### src/rtl/c7bifu_ibuf.sv
// c7bifu_ibuf: instruction buffer between the I-cache return path and decode.
// Circular FIFO of DEPTH {inst, pc} entries. It tracks one in-flight fetch so
// that back-pressure leaves room for it, and it discards stale returns after a
// flush. A sticky overflow flag records data that arrived while the buffer was
// already full.
// Optional feature: define C7BIFU_IBUF_BYPASS_EN to forward returning data
// straight to decode while the buffer is empty.
module c7bifu_ibuf #(
  parameter int DEPTH = 4,
  parameter int IW    = 32
) (
  input  logic          clk,
  input  logic          reset,
  input  logic          icu_ifu_ack_ic1,
  input  logic          icu_ifu_data_valid_ic2,
  input  logic [IW-1:0] icu_ifu_inst_ic2,
  input  logic [IW-1:0] ifu_pc_ic2,
  input  logic          exu_ifu_except,
  input  logic          exu_ifu_stall,
  output logic          ifu_exu_valid_d,
  output logic [IW-1:0] ifu_exu_inst_d,
  output logic [IW-1:0] ifu_exu_pc_d,
  output logic          ifu_ibuf_full,
  output logic          ifu_ibuf_ovf
);

  localparam int              AW       = (DEPTH > 1) ? $clog2(DEPTH) : 1;
  localparam logic [AW:0]     DEPTH_C  = (AW + 1)'(DEPTH);
  localparam logic [AW:0]     CNT_ZERO = {(AW + 1){1'b0}};
  localparam logic [AW:0]     CNT_ONE  = (AW + 1)'(1);
  localparam logic [AW-1:0]   PTR_ONE  = AW'(1);
  localparam logic [AW+1:0]   FULL_THR = (AW + 2)'(DEPTH - 1);

  logic [IW-1:0] inst_mem_q [DEPTH];
  logic [IW-1:0] pc_mem_q   [DEPTH];

  logic [AW:0]   count_q, count_d;
  logic [AW-1:0] rptr_q, rptr_d;
  logic [AW-1:0] wptr_q, wptr_d;
  logic          inflight_q, inflight_d;
  logic          drop_q, drop_d;
  logic          ovf_q, ovf_d;

  logic          push_try_s;
  logic          push_s;
  logic          pop_s;
  logic          byp_s;
  logic          ovf_hit_s;

  // Decide push/pop/bypass for this cycle and compute next pointer/count/flag state.
  always_comb begin
    count_d    = count_q;
    rptr_d     = rptr_q;
    wptr_d     = wptr_q;
    inflight_d = inflight_q;
    drop_d     = drop_q;
    ovf_d      = ovf_q;

    // Returning data is a candidate for the buffer unless it is stale or flushed.
    push_try_s = icu_ifu_data_valid_ic2 & ~drop_q & ~exu_ifu_except;
`ifdef C7BIFU_IBUF_BYPASS_EN
    byp_s      = push_try_s & (count_q == CNT_ZERO);
`else
    byp_s      = 1'b0;
`endif
    // A bypassed instruction that decode consumes at once never needs a slot.
    push_s     = push_try_s & (count_q != DEPTH_C) & ~(byp_s & ~exu_ifu_stall);
    ovf_hit_s  = push_try_s & (count_q == DEPTH_C);
    pop_s      = (count_q != CNT_ZERO) & ~exu_ifu_stall & ~exu_ifu_except;

    // Ack wins over a same-cycle return: the new request is now the one in flight.
    if (icu_ifu_ack_ic1) begin
      inflight_d = 1'b1;
    end else if (icu_ifu_data_valid_ic2) begin
      inflight_d = 1'b0;
    end else begin
      inflight_d = inflight_q;
    end

    if (ovf_hit_s) begin
      ovf_d = 1'b1;
    end else begin
      ovf_d = ovf_q;
    end

    if (exu_ifu_except) begin
      // Flush: empty the buffer and mark any request whose data is still to come.
      count_d = CNT_ZERO;
      rptr_d  = wptr_q;
      drop_d  = (inflight_q & ~icu_ifu_data_valid_ic2) | icu_ifu_ack_ic1;
    end else begin
      if (drop_q && icu_ifu_data_valid_ic2) begin
        drop_d = 1'b0;
      end else begin
        drop_d = drop_q;
      end
      if (push_s) begin
        wptr_d = wptr_q + PTR_ONE;
      end else begin
        wptr_d = wptr_q;
      end
      if (pop_s) begin
        rptr_d = rptr_q + PTR_ONE;
      end else begin
        rptr_d = rptr_q;
      end
      case ({push_s, pop_s})
        2'b10:   count_d = count_q + CNT_ONE;
        2'b01:   count_d = count_q - CNT_ONE;
        default: count_d = count_q;
      endcase
    end
  end

  // Control state register; the data array is deliberately left out of reset.
  always_ff @(posedge clk) begin
    if (reset) begin
      count_q    <= CNT_ZERO;
      rptr_q     <= {AW{1'b0}};
      wptr_q     <= {AW{1'b0}};
      inflight_q <= 1'b0;
      drop_q     <= 1'b0;
      ovf_q      <= 1'b0;
    end else begin
      count_q    <= count_d;
      rptr_q     <= rptr_d;
      wptr_q     <= wptr_d;
      inflight_q <= inflight_d;
      drop_q     <= drop_d;
      ovf_q      <= ovf_d;
    end
  end

  // Entry storage, written at the write pointer on an accepted push.
  always_ff @(posedge clk) begin
    if (push_s) begin
      inst_mem_q[wptr_q] <= icu_ifu_inst_ic2;
      pc_mem_q[wptr_q]   <= ifu_pc_ic2;
    end else begin
      inst_mem_q[wptr_q] <= inst_mem_q[wptr_q];
      pc_mem_q[wptr_q]   <= pc_mem_q[wptr_q];
    end
  end

  // Decode-side view: head entry, or the returning data when it is forwarded.
  always_comb begin
    if (byp_s) begin
      ifu_exu_valid_d = 1'b1;
      ifu_exu_inst_d  = icu_ifu_inst_ic2;
      ifu_exu_pc_d    = ifu_pc_ic2;
    end else begin
      ifu_exu_valid_d = (count_q != CNT_ZERO);
      ifu_exu_inst_d  = inst_mem_q[rptr_q];
      ifu_exu_pc_d    = pc_mem_q[rptr_q];
    end
  end

  // Back-pressure counts the in-flight request so its data always has a slot.
  always_comb begin
    ifu_ibuf_full = (({1'b0, count_q}) + {{(AW + 1){1'b0}}, inflight_q}) >= FULL_THR;
  end

  assign ifu_ibuf_ovf = ovf_q;

endmodule

### config.mk
export PLATFORM = sky130hd
export DESIGN_NAME = c7bifu_ibuf
export DESIGN_NICKNAME = d
export VERILOG_FILES = /design/src/rtl/c7bifu_ibuf.sv
export SDC_FILE = /design/constraint.sdc
export NUM_CORES = 1
export LEC_CHECK = 0
export BUFFER_PORTS_ARGS = -buffer_cell sky130_fd_sc_hd__buf_2
export CAP_MARGIN = 25
export CORE_MARGIN = 2
export CORE_UTILIZATION = 50
export CTS_BUF_LIST = sky130_fd_sc_hd__clkbuf_2 sky130_fd_sc_hd__clkbuf_4 sky130_fd_sc_hd__clkbuf_8
export DETAILED_ROUTE_END_ITERATION = 10
export MAX_ROUTING_LAYER = met4
export PLACE_DENSITY_LB_ADDON = 0.05
export SLEW_MARGIN = 20
export SYNTH_ARGS = -nofsm -noshare
export SYNTH_HDL_FRONTEND = slang
export SYNTH_SLANG_ARGS = --single-unit
### constraint.sdc
create_clock -name clk -period 3.95 [get_ports clk]
set_input_delay 0.395 -clock clk [delete_from_list [all_inputs] [get_ports clk]]
set_output_delay 0.395 -clock clk [all_outputs]
set_load 0.02 [all_outputs]
Word level (Yosys, flattened, before mapping)
Memories as Yosys holds them, arrays and structs flattened. A register that Yosys moved wholly into a read port is not among the register bits.
Index checks and enable logic that the tools add are counted.
{"block": "totals", "regBits": 10, "ram_bits": 256, "input_bits": 70, "output_inout_bits": 67, "elab_cells": 58, "memories": 2}
{"block": "classes", "addsub": 5, "n_lt_le_gt_ge": 1, "eq_ne": 5, "mux": 16, "bitwise_logic": 14, "reduce_logical": 9}
{"memory": "inst_mem_q", "words": 4, "word_bits": 32, "rd": 1, "rd_clocked_by_memory_dff": 1, "write_ports": 1, "line": "34", "source": "logic [IW-1:0] inst_mem_q [DEPTH];"}
{"memory": "pc_mem_q", "words": 4, "word_bits": 32, "rd": 1, "rd_clocked_by_memory_dff": 1, "write_ports": 1, "line": "35", "source": "logic [IW-1:0] pc_mem_q [DEPTH];"}
{"op": "$mux W32", "count": 2}
{"op": "$mux W2", "count": 6}
{"op": "$reduce_bool A2 Y1", "count": 4}
{"op": "$and A1 B1 Y1", "count": 7}
{"op": "$mux W1", "count": 7}
{"op": "$pmux W3 S2", "count": 1}
{"op": "$add A2 B1 Y2 const B", "count": 2}
{"op": "$add A3 B1 Y4", "count": 1}
{"op": "$ge A4 B2 Y1 const B", "count": 1}
{"op": "$not A1 Y1", "count": 4}
{"op": "$reduce_and A2 Y1", "count": 2}
{"op": "$add A3 B1 Y3 const B", "count": 1}
{"op": "$eq A3 B3 Y1 const B", "count": 1}
{"op": "$ne A3 B3 Y1 const B", "count": 1}
{"op": "$or A1 B1 Y1", "count": 3}
{"op": "$reduce_bool A3 Y1", "count": 1}
{"op": "$sub A3 B1 Y3 const B", "count": 1}
{"op": "$eq A2 B1 Y1 const B", "count": 1}
{"op": "$eq A2 B2 Y1 const B", "count": 1}
{"op": "$reduce_or A2 Y1", "count": 1}
{"op": "$logic_and A1 B1 Y1", "count": 1}
{"op": "$ne A0 B0 Y1", "count": 1}

Depth between registers and ports, before layout
{"block": "logic_depth", "ltp_word": 7, "mapped_depth": 9, "depth_no_buf": 9}

Worst setup path before layout
Ideal clock, no wire load.
{"block": "synth_timing", "path_type": "in2reg", "start": "input port exu_ifu_except", "end": "memory inst_mem_q[0][0] (enable)", "setup_time_ps": 429, "arrival_time_ps": 2450, "required_ps": 3521, "slack_ps": 1070, "stages": 2, "path_buffers": 0, "cell_sequence": "nor3b_1 > and3_1"}
{"block": "synth_via", "elab_chain_len": 6, "elab_cells_between_ends": 8, "classes_between": "mux: 3; bitwise: 4; reduce/logical: 1"}
{"item": "start: declaration", "line": "18", "source": "input logic exu_ifu_except,"}
{"item": "$not A1 Y1 (no source line) (*)"}
{"item": "$and A1 B1 Y1 (*)", "line": "60", "source": "push_try_s = icu_ifu_data_valid_ic2 & ~drop_q & ~exu_ifu_except;"}
{"item": "$and A1 B1 Y1 (*)", "line": "67", "source": "push_s = push_try_s & (count_q != DEPTH_C) & ~(byp_s & ~exu_ifu_stall);"}
{"item": "$mux W1 (on tied branches)", "line": "136, 140"}
{"item": "$mux W1 (implied by the code) or $reduce_and A2 Y1 (tied branches)"}
{"item": "$or A1 B1 Y1 (no source line) (*)"}
{"item": "end: declaration", "line": "34"}
Every way passes the cells marked *; elsewhere a longest branch is shown, timed or not.

==> impl_metrics.yaml <==
outcome:
  outcome: "completed"
logic_synthesis:
  synth_cell_types: 29
  muxShareOfSynthArea_pct: 14.6
  avgSynthCellArea_um2: 24.3
  synthAdderAreaFrac_pct: 1.08
  synth-xor-area-share_pct: 0.176
  synthArstFlopShare_pct: 0
  ys.warnings.count: 0
  ys_seq_elements: 268
  dominantRegCellSynth: "edfxtp_1"
  synth_compound_area_share_pct: 1.12
  synthesis.nets: 488
  synth_edf_count: 256
  synth-simple-area-share_pct: 1.36
  synth_top_family_by_area: "multiplexers"
  seq_area_frac_synth_pct: 79.6
  syn_inst: 410
  syn_area_um2: 9960
routing:
  drc_errors: 0
  wl_per_cell_um: 19.6
  first_iter_violations: 239
  firstDrtPassIters: 4
  wl_um: 17000
  ant_nets: 0
  num_vias: 4574
  via_per_inst: 5.26
timing:
  setup-violations-final: 0
  tns_ps: 0
  clock_skew_ps: 19.7
  fmax_mhz: 341
  post-route-min-period_ps: 2930
  timing.slew.headroom_pct: 32.4
  post-route-period-util_pct: 74.3
  tightest_slew_ps: 1010
  final_hold_viol_count: 0
  maxSlewViolCount: 0
  rsz0062_at_grt: "no"
global_route:
  grt_pass1_vias: 5052
  grt.overflow.total: 0
  grt_pass1_wl_um: 26500
  antenna_found_initial: 2
  grt_max_degree: 65
  grt.total_usage_pct: 16.9
power:
  p_int_mw: 4.54
  combPwrFrac_pct: 6.4
  cellPowerDensity_nw_per_um2: 492
  seqPwrFrac_pct: 55.9
  switching_share_pct: 20.9
  p_switching_mw: 1.20
  p_leak_nw: 3.92
  ir_drop_uv: 295
  clkPwrFrac_pct: 37.7
floorplanning:
  dieArea_um2: 21100
  die_w_um: 145
  core_um2: 19500
  boundaryPins: 137
  fp-row-count: 51
  dieHeight_um: 145
  start_util_pct: 51.0
cells_and_area:
  finalNetCount: 654
  final_core_util_pct: 59.7
  fillers: 1474
  drive_gt1_share_pct: 45.4
  syn_to_final_growth_pct: 17.1
placed_design:
  dpl.hpwl_um: 9460
  port_buffers: 136
  place_congestion: 0.712
job:
  drv_cap: 0
clock_tree:
  clk_latency_ps: 520
  cts_tree: "built"
  ctsResizeCount: 0
  cts_setup_buffers: 0
  numCtsBuffers: 42
  clk_pin_slew_worst_paths_ps: 60
  cts_root_buffer: "clkbuf_8"
  clock_path_buffers: 3
  clock_sinks: 268
  cts_hold_buf: 0
  htreeDepth: 2
hold_path:
  hold-path-endpoint: "inst_mem_q[2][14]"
  holdPathStages: 1
  worstHoldStart: "icu_ifu_inst_ic2[14]"
  hold_path.class: "in -> reg"
critical_path:
  reg2reg_to: "pc_mem_q[3][8]"
  cp-start-kind: "register"
  crit_type: "reg -> out"
  worst-path-max-fanout: 33
  rrSetupSlack_ps: 1560
  r2r_start: "drop_q"
  cp_data_arrival_time_ps: 2540
  required_ps: 3560
  r2r.worst_path.cells: 2
  end_kind: "output port"
[cell families (layout without fill, tap and decap cells)]
kind of cell / count (synthesis) / in the layout
mux: 64 / 64
simple gates: 24 / 24
flops: 268 / 268
compound gates: 19 / 19
other cells: 0 / 2
buf+inv: 25 / 218
xor+xnor: 2 / 2
fa+ha+maj: 8 / 8
[routing by layer]
layer,wire [um],up-vias,GRT usage (%)
li1,-,2069,-
met1,7140,2347,20.9
met2,8700,139,27.7
met3,982,19,3.93
met4,200,0,5.74
met5,0,-,-
[power groups by stage]
stage	combinational [mW]	sequential (mW)	clock (mW)
global route	0.393	3.21	2.35
floorplan	0.260	3.24	0
CTS	0.372	3.21	2.23
detailed placement	0.372	3.27	0
global placement	0.365	3.26	0
finish	0.366	3.21	2.16
[cells in the mapped netlist (3+ instances only)]
library cell	n	area, um2
edfxtp_1	256	7690
mux4_1	4	105
o21ai_0	5	25.0
ha_1	7	87.6
a21oi_1	9	45.0
buf_2	6	30.0
and3_1	4	25.0
nor3_1	3	15.0
nor2_1	6	22.5
dfxtp_1	12	240
buf_12	6	120
mux4_2	60	1350
inv_1	9	33.8
[critical path, cell delays in order, from the launching register on]
cell,delay [ps]
dfxtp_4,780
buf_12,360
mux4_1,660
buf_2,190
[cell type report]
type,count,area (um2),area share (%)
Sequential cell,268,7940,68.0
Inverter,9,33.8,0.290
Clock buffer,64,756,6.48
Timing Repair Buffer,138,721,6.18
Multi-Input combinational cell,117,1850,15.8
Tap cell,265,332,2.84
Antenna cell,2,5.00,0.0429
Clock inverter,7,33.8,0.290
[metrics by stage]
stage / hold WS, ps / cell area, um2 / total power [mW] / std cells / setup slack, ps
after floorplan: 471 / 9960 / 3.50 / 410 / 1070
after global placement: 472 / 10800 / 3.63 / 796 / 1350
after detailed placement: 461 / 10800 / 3.64 / 796 / 1250
after CTS: 53.0 / 11600 / 5.81 / 867 / 910
after global routing: 65.3 / 11700 / 5.96 / 870 / 807
final: 88.0 / 11700 / 5.74 / 870 / 1020
[sequential cells by signal, indices dropped and copies added (netlist names), named ones only]
register	count
pc_mem_q	128
wptr_q	2
count_q	3
inflight_q	1
ifu_ibuf_ovf	1
drop_q	1
inst_mem_q	128
rptr_q	2
[worst max-delay path by stage]
stage / endpoint / slack [ps] / cells past startpoint
after floorplan: inst_mem_q[0][0] / 1070 / 2
after global placement: pc_mem_q[0][12] / 1350 / 3
after detailed placement: inst_mem_q[1][23] / 1250 / 3
after CTS: ifu_exu_inst_d[30] / 910 / 3
after global routing: ifu_exu_inst_d[30] / 810 / 3
final: ifu_exu_inst_d[30] / 1020 / 3
[cells in the final DEF (no fill, tap or decap), types with 3 or more instances in the layout]
cell type | Yosys | routed
edfxtp_1 | 256 | 256
buf_2 | 6 | 136
mux4_2 | 60 | 60
clkbuf_8 | 0 | 44
clkbuf_4 | 0 | 20
dfxtp_1 | 12 | 10
inv_1 | 9 | 9
a21oi_1 | 9 | 9
ha_1 | 7 | 7
nor2_1 | 6 | 6
o21ai_0 | 5 | 5
mux4_1 | 4 | 4
and3_4 | 0 | 4
nor3_1 | 3 | 3
clkinv_1 | 0 | 3
clkinv_2 | 0 | 3
No activity file was read; power rests on OpenSTA's default activity.
